File: src/rtl/p251_vec_addsub_ctrl_if.sv
// Bus bundle between the p251 vector add/sub sequencer, its operand/result memories and the add/sub unit.
// Defining P251_CTRL_BUSY_ERR_EN adds the sticky o_err flag.
interface p251_vec_addsub_ctrl_if #(
    parameter int unsigned ADDR_W = 6
);
    logic              i_start;
    logic              i_add_sub;
    logic [ADDR_W:0]   i_len;
    logic              o_busy;
    logic              o_done;
    logic              o_rd_en;
    logic [ADDR_W-1:0] o_rd_addr;
    logic [7:0]        i_a_data;
    logic [7:0]        i_b_data;
    logic [7:0]        o_op1;
    logic [7:0]        o_op2;
    logic              o_add_sub;
    logic              o_op_start;
    logic              i_op_done;
    logic [7:0]        i_op_out;
    logic              o_wr_en;
    logic [ADDR_W-1:0] o_wr_addr;
    logic [7:0]        o_wr_data;
`ifdef P251_CTRL_BUSY_ERR_EN
    logic              o_err;
`endif

    modport master (
`ifdef P251_CTRL_BUSY_ERR_EN
        output o_err,
`endif
        input  i_start, i_add_sub, i_len, i_a_data, i_b_data, i_op_done, i_op_out,
        output o_busy, o_done, o_rd_en, o_rd_addr, o_op1, o_op2, o_add_sub, o_op_start,
        output o_wr_en, o_wr_addr, o_wr_data
    );

    modport slave (
`ifdef P251_CTRL_BUSY_ERR_EN
        input  o_err,
`endif
        output i_start, i_add_sub, i_len, i_a_data, i_b_data, i_op_done, i_op_out,
        input  o_busy, o_done, o_rd_en, o_rd_addr, o_op1, o_op2, o_add_sub, o_op_start,
        input  o_wr_en, o_wr_addr, o_wr_data
    );
endinterface

File: src/rtl/p251_vec_addsub_ctrl.sv
// Streams r[i] = (a[i] +/- b[i]) mod 251 through one shared p251 add/sub unit, one pair per cycle.
// Optional feature macro: P251_CTRL_BUSY_ERR_EN (sticky o_err, oversize lengths rejected).
module p251_vec_addsub_ctrl #(
    parameter int unsigned N_ELEM = 64,
    parameter int unsigned ADDR_W = 6
) (
    input  logic                  i_clk,
    input  logic                  i_rst,
    p251_vec_addsub_ctrl_if.master bus
);
    localparam int unsigned      LEN_W   = ADDR_W + 1;
    localparam logic [LEN_W-1:0] LEN_MAX = LEN_W'(N_ELEM);

    typedef enum logic [1:0] {IDLE, ISSUE, DRAIN, DONE} state_t;

    state_t           state_q, state_d;
    logic [LEN_W-1:0] len_q, len_d;
    logic [LEN_W-1:0] rd_cnt_q, rd_cnt_d;
    logic [LEN_W-1:0] wr_cnt_q, wr_cnt_d;
    logic [LEN_W-1:0] len_in;
    logic             mode_q, mode_d;
    logic             rd_en_q, rd_en_d;
    logic             op_start_q;
    logic             busy_q, busy_d;
    logic             done_q, done_d;
    logic             err_q, err_d;
    logic             len_bad, start_ok, wr_fire;

    // Next-state and next-output logic
    always_comb begin
        state_d  = state_q;
        len_d    = len_q;
        mode_d   = mode_q;
        rd_cnt_d = rd_cnt_q;
        wr_cnt_d = wr_cnt_q;
        rd_en_d  = 1'b0;
        busy_d   = busy_q;
        done_d   = 1'b0;
        err_d    = err_q;
        len_bad  = bus.i_len > LEN_MAX;
        len_in   = len_bad ? LEN_MAX : bus.i_len;
`ifdef P251_CTRL_BUSY_ERR_EN
        start_ok = bus.i_start && !len_bad;
        if (bus.i_start && ((state_q != IDLE) || len_bad)) err_d = 1'b1;
`else
        start_ok = bus.i_start;
`endif
        wr_fire  = bus.i_op_done && ((state_q == ISSUE) || (state_q == DRAIN)) && (wr_cnt_q < len_q);
        if (wr_fire) wr_cnt_d = wr_cnt_q + LEN_W'(1);

        unique case (state_q)
            IDLE: begin
                if (start_ok) begin
                    len_d    = len_in;
                    mode_d   = bus.i_add_sub;
                    rd_cnt_d = '0;
                    wr_cnt_d = '0;
                    busy_d   = 1'b1;
                    if (len_in == '0) begin
                        state_d = DONE;
                    end else begin
                        state_d = ISSUE;
                        rd_en_d = 1'b1;
                    end
                end
            end
            ISSUE: begin
                if (rd_cnt_q == len_q - LEN_W'(1)) begin
                    state_d = DRAIN;
                end else begin
                    rd_cnt_d = rd_cnt_q + LEN_W'(1);
                    rd_en_d  = 1'b1;
                end
            end
            DRAIN: begin
                if (wr_cnt_d == len_q) begin
                    state_d = DONE;
                    busy_d  = 1'b0;
                    done_d  = 1'b1;
                end
            end
            DONE: begin
                // An empty run spends DONE still busy, so its pulse lands one cycle later
                state_d = IDLE;
                busy_d  = 1'b0;
                done_d  = (len_q == '0);
            end
        endcase
    end

    // State and output registers
    always_ff @(posedge i_clk) begin
        if (i_rst) begin
            state_q    <= IDLE;
            len_q      <= '0;
            mode_q     <= 1'b0;
            rd_cnt_q   <= '0;
            wr_cnt_q   <= '0;
            rd_en_q    <= 1'b0;
            op_start_q <= 1'b0;
            busy_q     <= 1'b0;
            done_q     <= 1'b0;
            err_q      <= 1'b0;
        end else begin
            state_q    <= state_d;
            len_q      <= len_d;
            mode_q     <= mode_d;
            rd_cnt_q   <= rd_cnt_d;
            wr_cnt_q   <= wr_cnt_d;
            rd_en_q    <= rd_en_d;
            op_start_q <= rd_en_q;
            busy_q     <= busy_d;
            done_q     <= done_d;
            err_q      <= err_d;
        end
    end

    // Memory data arrives the cycle after the read, aligned with op_start
    assign bus.o_busy     = busy_q;
    assign bus.o_done     = done_q;
    assign bus.o_rd_en    = rd_en_q;
    assign bus.o_rd_addr  = rd_cnt_q[ADDR_W-1:0];
    assign bus.o_op_start = op_start_q;
    assign bus.o_op1      = op_start_q ? bus.i_a_data : 8'd0;
    assign bus.o_op2      = op_start_q ? bus.i_b_data : 8'd0;
    assign bus.o_add_sub  = mode_q;
    assign bus.o_wr_en    = wr_fire;
    assign bus.o_wr_addr  = wr_cnt_q[ADDR_W-1:0];
    assign bus.o_wr_data  = wr_fire ? bus.i_op_out : 8'd0;
`ifdef P251_CTRL_BUSY_ERR_EN
    assign bus.o_err      = err_q;
`else
    logic unused_err;
    assign unused_err = err_q ^ err_d;
`endif
endmodule
File: src/flat_wrapper.sv
// flat-port wrapper written by rule: the top's interface ports become plain ports
module p251_vec_addsub_ctrl_flat 
#(
    parameter int unsigned N_ELEM = 64,
    parameter int unsigned ADDR_W = 6
)
  (i_clk, i_rst, bus_i_start, bus_i_add_sub, bus_i_len, bus_i_a_data, bus_i_b_data, bus_i_op_done, bus_i_op_out, bus_o_busy, bus_o_done, bus_o_rd_en, bus_o_rd_addr, bus_o_op1, bus_o_op2, bus_o_add_sub, bus_o_op_start, bus_o_wr_en, bus_o_wr_addr, bus_o_wr_data);
  p251_vec_addsub_ctrl_if #(.ADDR_W(ADDR_W)) bus_i ();
  input  logic i_clk;
  input  logic i_rst;
  input wire logic [$bits(bus_i.i_start)-1:0] bus_i_start;
  input wire logic [$bits(bus_i.i_add_sub)-1:0] bus_i_add_sub;
  input wire logic [$bits(bus_i.i_len)-1:0] bus_i_len;
  input wire logic [$bits(bus_i.i_a_data)-1:0] bus_i_a_data;
  input wire logic [$bits(bus_i.i_b_data)-1:0] bus_i_b_data;
  input wire logic [$bits(bus_i.i_op_done)-1:0] bus_i_op_done;
  input wire logic [$bits(bus_i.i_op_out)-1:0] bus_i_op_out;
  output wire logic [$bits(bus_i.o_busy)-1:0] bus_o_busy;
  output wire logic [$bits(bus_i.o_done)-1:0] bus_o_done;
  output wire logic [$bits(bus_i.o_rd_en)-1:0] bus_o_rd_en;
  output wire logic [$bits(bus_i.o_rd_addr)-1:0] bus_o_rd_addr;
  output wire logic [$bits(bus_i.o_op1)-1:0] bus_o_op1;
  output wire logic [$bits(bus_i.o_op2)-1:0] bus_o_op2;
  output wire logic [$bits(bus_i.o_add_sub)-1:0] bus_o_add_sub;
  output wire logic [$bits(bus_i.o_op_start)-1:0] bus_o_op_start;
  output wire logic [$bits(bus_i.o_wr_en)-1:0] bus_o_wr_en;
  output wire logic [$bits(bus_i.o_wr_addr)-1:0] bus_o_wr_addr;
  output wire logic [$bits(bus_i.o_wr_data)-1:0] bus_o_wr_data;
  assign bus_i.i_start = bus_i_start;
  assign bus_i.i_add_sub = bus_i_add_sub;
  assign bus_i.i_len = bus_i_len;
  assign bus_i.i_a_data = bus_i_a_data;
  assign bus_i.i_b_data = bus_i_b_data;
  assign bus_i.i_op_done = bus_i_op_done;
  assign bus_i.i_op_out = bus_i_op_out;
  assign bus_o_busy = bus_i.o_busy;
  assign bus_o_done = bus_i.o_done;
  assign bus_o_rd_en = bus_i.o_rd_en;
  assign bus_o_rd_addr = bus_i.o_rd_addr;
  assign bus_o_op1 = bus_i.o_op1;
  assign bus_o_op2 = bus_i.o_op2;
  assign bus_o_add_sub = bus_i.o_add_sub;
  assign bus_o_op_start = bus_i.o_op_start;
  assign bus_o_wr_en = bus_i.o_wr_en;
  assign bus_o_wr_addr = bus_i.o_wr_addr;
  assign bus_o_wr_data = bus_i.o_wr_data;
  p251_vec_addsub_ctrl #(.N_ELEM(N_ELEM), .ADDR_W(ADDR_W)) u_core (.i_clk(i_clk), .i_rst(i_rst), .bus(bus_i));
endmodule
File: config.mk
export PLATFORM = sky130hd
export DESIGN_NAME = p251_vec_addsub_ctrl_flat
export DESIGN_NICKNAME = d
export VERILOG_FILES = /design/src/rtl/p251_vec_addsub_ctrl_if.sv /design/src/rtl/p251_vec_addsub_ctrl.sv /design/src/flat_wrapper.sv
export SDC_FILE = /design/constraint.sdc
export NUM_CORES = 1
export LEC_CHECK = 0
export BUFFER_PORTS_ARGS = -buffer_cell sky130_fd_sc_hd__clkbuf_2
export CAP_MARGIN = 20
export CELL_PAD_IN_SITES_DETAIL_PLACEMENT = 2
export CELL_PAD_IN_SITES_GLOBAL_PLACEMENT = 2
export CORE_MARGIN = 1.5
export CORE_UTILIZATION = 29
export DETAILED_ROUTE_END_ITERATION = 10
export GPL_TIMING_DRIVEN = 0
export PLACE_DENSITY = 0.91
export SYNTH_ARGS = -nofsm -noshare
export SYNTH_HDL_FRONTEND = slang
export SYNTH_SLANG_ARGS = --single-unit
File: constraint.sdc
create_clock -name i_clk -period 6.9 [get_ports i_clk]
set_input_delay 1.38 -clock i_clk [delete_from_list [all_inputs] [get_ports i_clk]]
set_output_delay 1.38 -clock i_clk [all_outputs]
set_load 0.01 [all_outputs]
==> impl_metrics.env <==
export IMPL_post_route_drc_count=0
export IMPL_rsz0062_at_grt="no"
export IMPL_crit_fanout=10
export IMPL_seq_area_frac_synth=0.266
export IMPL_dr_first_iter_drc_count=53
export IMPL_clock_root_buffer="clkbuf_8"
export IMPL_pin_count=78
export IMPL_overflow=0
export IMPL_dp_hpwl_mm=5.47
export IMPL_multi_input_comb_area_sq_mm=0.00134
export IMPL_leakage_nw=1.23
export IMPL_antenna_found_initial=0
export IMPL_hold_violations=0
export IMPL_fmax_ghz=0.244
export IMPL_initial_core_util=0.305
export IMPL_cts_tree="built"
export IMPL_cts_setup_buffers=0
export IMPL_final_cell_mix="clkbuf_2 (76), nor2_1 (28), dfxtp_1 (28)"
export IMPL_wirelength_mm=6.66
export IMPL_clk_pin_slew_ps=110
export IMPL_avgViaCountPerCell=4.76
export IMPL_grt_pass1_wl_mm=10.7
export IMPL_via_count=2075
export IMPL_synth_fp_nets=311
export IMPL_portBuffers=75
export IMPL_drt_pre_antenna_iters=4
export IMPL_die_area_sq_mm=0.00779
export IMPL_drv_cap=0
export IMPL_end_kind="primary output"
export IMPL_cts_hold_buf=0
export IMPL_grt_pass1_vias=2192
export IMPL_seq_area_sq_um=561
export IMPL_wl_per_cell_um=15.3
export IMPL_fin_tns_setup_ps=0
export IMPL_p_per_area_mw_per_mm2=233
export IMPL_clock_skew_ps=2.86
export IMPL_final_max_slew_viol_count=0
export IMPL_track_usage=0.175
export IMPL_num_rows=30
export IMPL_tightest_slew_ps=541
export IMPL_ys_flop_type="dfxtp_1"
export IMPL_h_tree_depth=1
export IMPL_synth_edff_count=0
export IMPL_crit_type="primary input to primary output"
export IMPL_hold_ws_ps=476
export IMPL_core_sq_mm=0.00691
export IMPL_slew_headroom=0.639
export IMPL_netlist_instances=261
export IMPL_setup_viol=0
export IMPL_clockBufferDepth=2
export IMPL_async_reset_ff_frac=0
export IMPL_synth_seq_cells=28
export IMPL_grt_max_degree=16
export IMPL_arrival_ps=2730
export IMPL_fillCellCount=848
export IMPL_fin_nets=391
export IMPL_outcome="complete, no violations"
export IMPL_finalPower_mw=0.619
export IMPL_synth_distinct_cells=49
export IMPL_fin_crit_sh=0.595
export IMPL_place_congestion=0.812
export IMPL_cts_sink_count=28
export IMPL_cts_buffers=3
export IMPL_hp_class="flip-flop to flip-flop"
export IMPL_yosys_warnings=0
export IMPL_clk_latency_ps=280
export IMPL_synth_cell_area_sq_mm=0.00211
export IMPL_worstPathRequired_ps=5520
export IMPL_syn2layout_area_growth_pct=26.1
export IMPL_die_h_um=88.3
export IMPL_period_needed_ps=4110
export IMPL_ir_drop_v=0.000125
export IMPL_avgSynthCellArea_sq_um=8.08
export IMPL_diodes=0
export IMPL_ctsResizeCount=0
export IMPL_ant_nets=0
export IMPL_layout_drive_gt1_share=0.309
export IMPL_start_kind="primary input"
export IMPL_final_common_cell="clkbuf_2"
export IMPL_die_width_um=88.3
-- layer usage --
metal,part of all wire,vias to the layer above,routed length [um],GRT usage
met3,0.049,6,327,0.0233
met2,0.50,61,3310,0.328
met4,0.0084,0,56,0.0369
met5,0,-,0,0
met1,0.45,993,2970,0.214
li1,-,1015,-,-
-- worst max-delay path: stages --
cell	delay (ps)
clkbuf_2	80
nor2b_1	120
o2111ai_1	190
a21oi_4	270
clkbuf_1	350
and2_1	190
clkbuf_2	140
-- worst paths after layout --
check / from / endpoint / slack (ps) / cells past startpoint
min: u_core.bus.o_add_sub / u_core.bus.o_add_sub / 480 / 2
max: bus_i_op_done / bus_o_wr_data[1] / 2790 / 7
min reg2reg: u_core.bus.o_add_sub / u_core.bus.o_add_sub / 480 / 2
max reg2reg: u_core.len_q[4] / u_core.state_q[0] / 3940 / 12
-- Yosys cell counts, drive strengths merged (2+ instances only) --
cell type | count | area (sq um)
a211oi | 2 | 27.5
o21ai | 4 | 27.5
and3 | 2 | 12.5
nor3b | 7 | 52.6
xor2 | 9 | 78.8
a21oi | 16 | 91.3
nor2b | 5 | 38.8
nor2 | 29 | 111
mux2i | 2 | 20.0
nor3 | 6 | 35.0
o21bai | 2 | 15.0
a21o | 3 | 22.5
xnor2 | 19 | 166
nor4 | 3 | 18.8
and2 | 24 | 150
nand2b | 4 | 25.0
dfxtp | 28 | 561
nand2 | 22 | 82.6
inv | 11 | 41.3
buf | 17 | 133
nand3 | 9 | 50.1
ha | 14 | 175
clkbuf | 8 | 31.3
-- cell type report --
| type | instances | share of cell area |
|---|---|---|
| multi-input combinational | 197 | 0.505 |
| tap | 96 | 0.0452 |
| clock buffer | 4 | 0.0207 |
| inverter | 11 | 0.0155 |
| buffer | 25 | 0.0616 |
| timing repair buffer | 75 | 0.141 |
| sequential | 28 | 0.211 |
-- flip-flops by register name (all words and copies together), names as in the netlist --
register,flops
u_core.bus.o_op_start,1
u_core.bus.o_done,1
u_core.len_q,7
u_core.wr_cnt_q,7
u_core.rd_cnt_q,7
u_core.bus.o_add_sub,1
u_core.state_q,2
u_core.bus.o_busy,1
u_core.bus.o_rd_en,1
-- logic make-up after synthesis --
kind of cell,after synthesis,share of synthesized area
multiplexers,2,0.00950
XOR/XNOR,29,0.127
buffers and inverters,36,0.0973
AO/OA/AOI/OAI,37,0.129
flip-flops,28,0.266
AND/OR/NAND/NOR,114,0.284
adder cells (fa/ha/maj),15,0.0878
-- power breakdown --
part           internal, mW  switching (mW)
Sequential            0.182          0.0178
Clock                0.0513          0.0584
Combinational         0.126           0.183
-- per-stage QoR --
step	worst slack, ps	cells	utilization	cell area [sq um]
after floorplan	3140	261	-	2110
after global placement	2870	432	0.377	2600
after detailed placement	2810	432	0.377	2600
after CTS	2790	436	0.385	2660
after global routing	2690	436	0.385	2660
final	2790	436	0.385	2660
(Power assumes the default switching activity.)
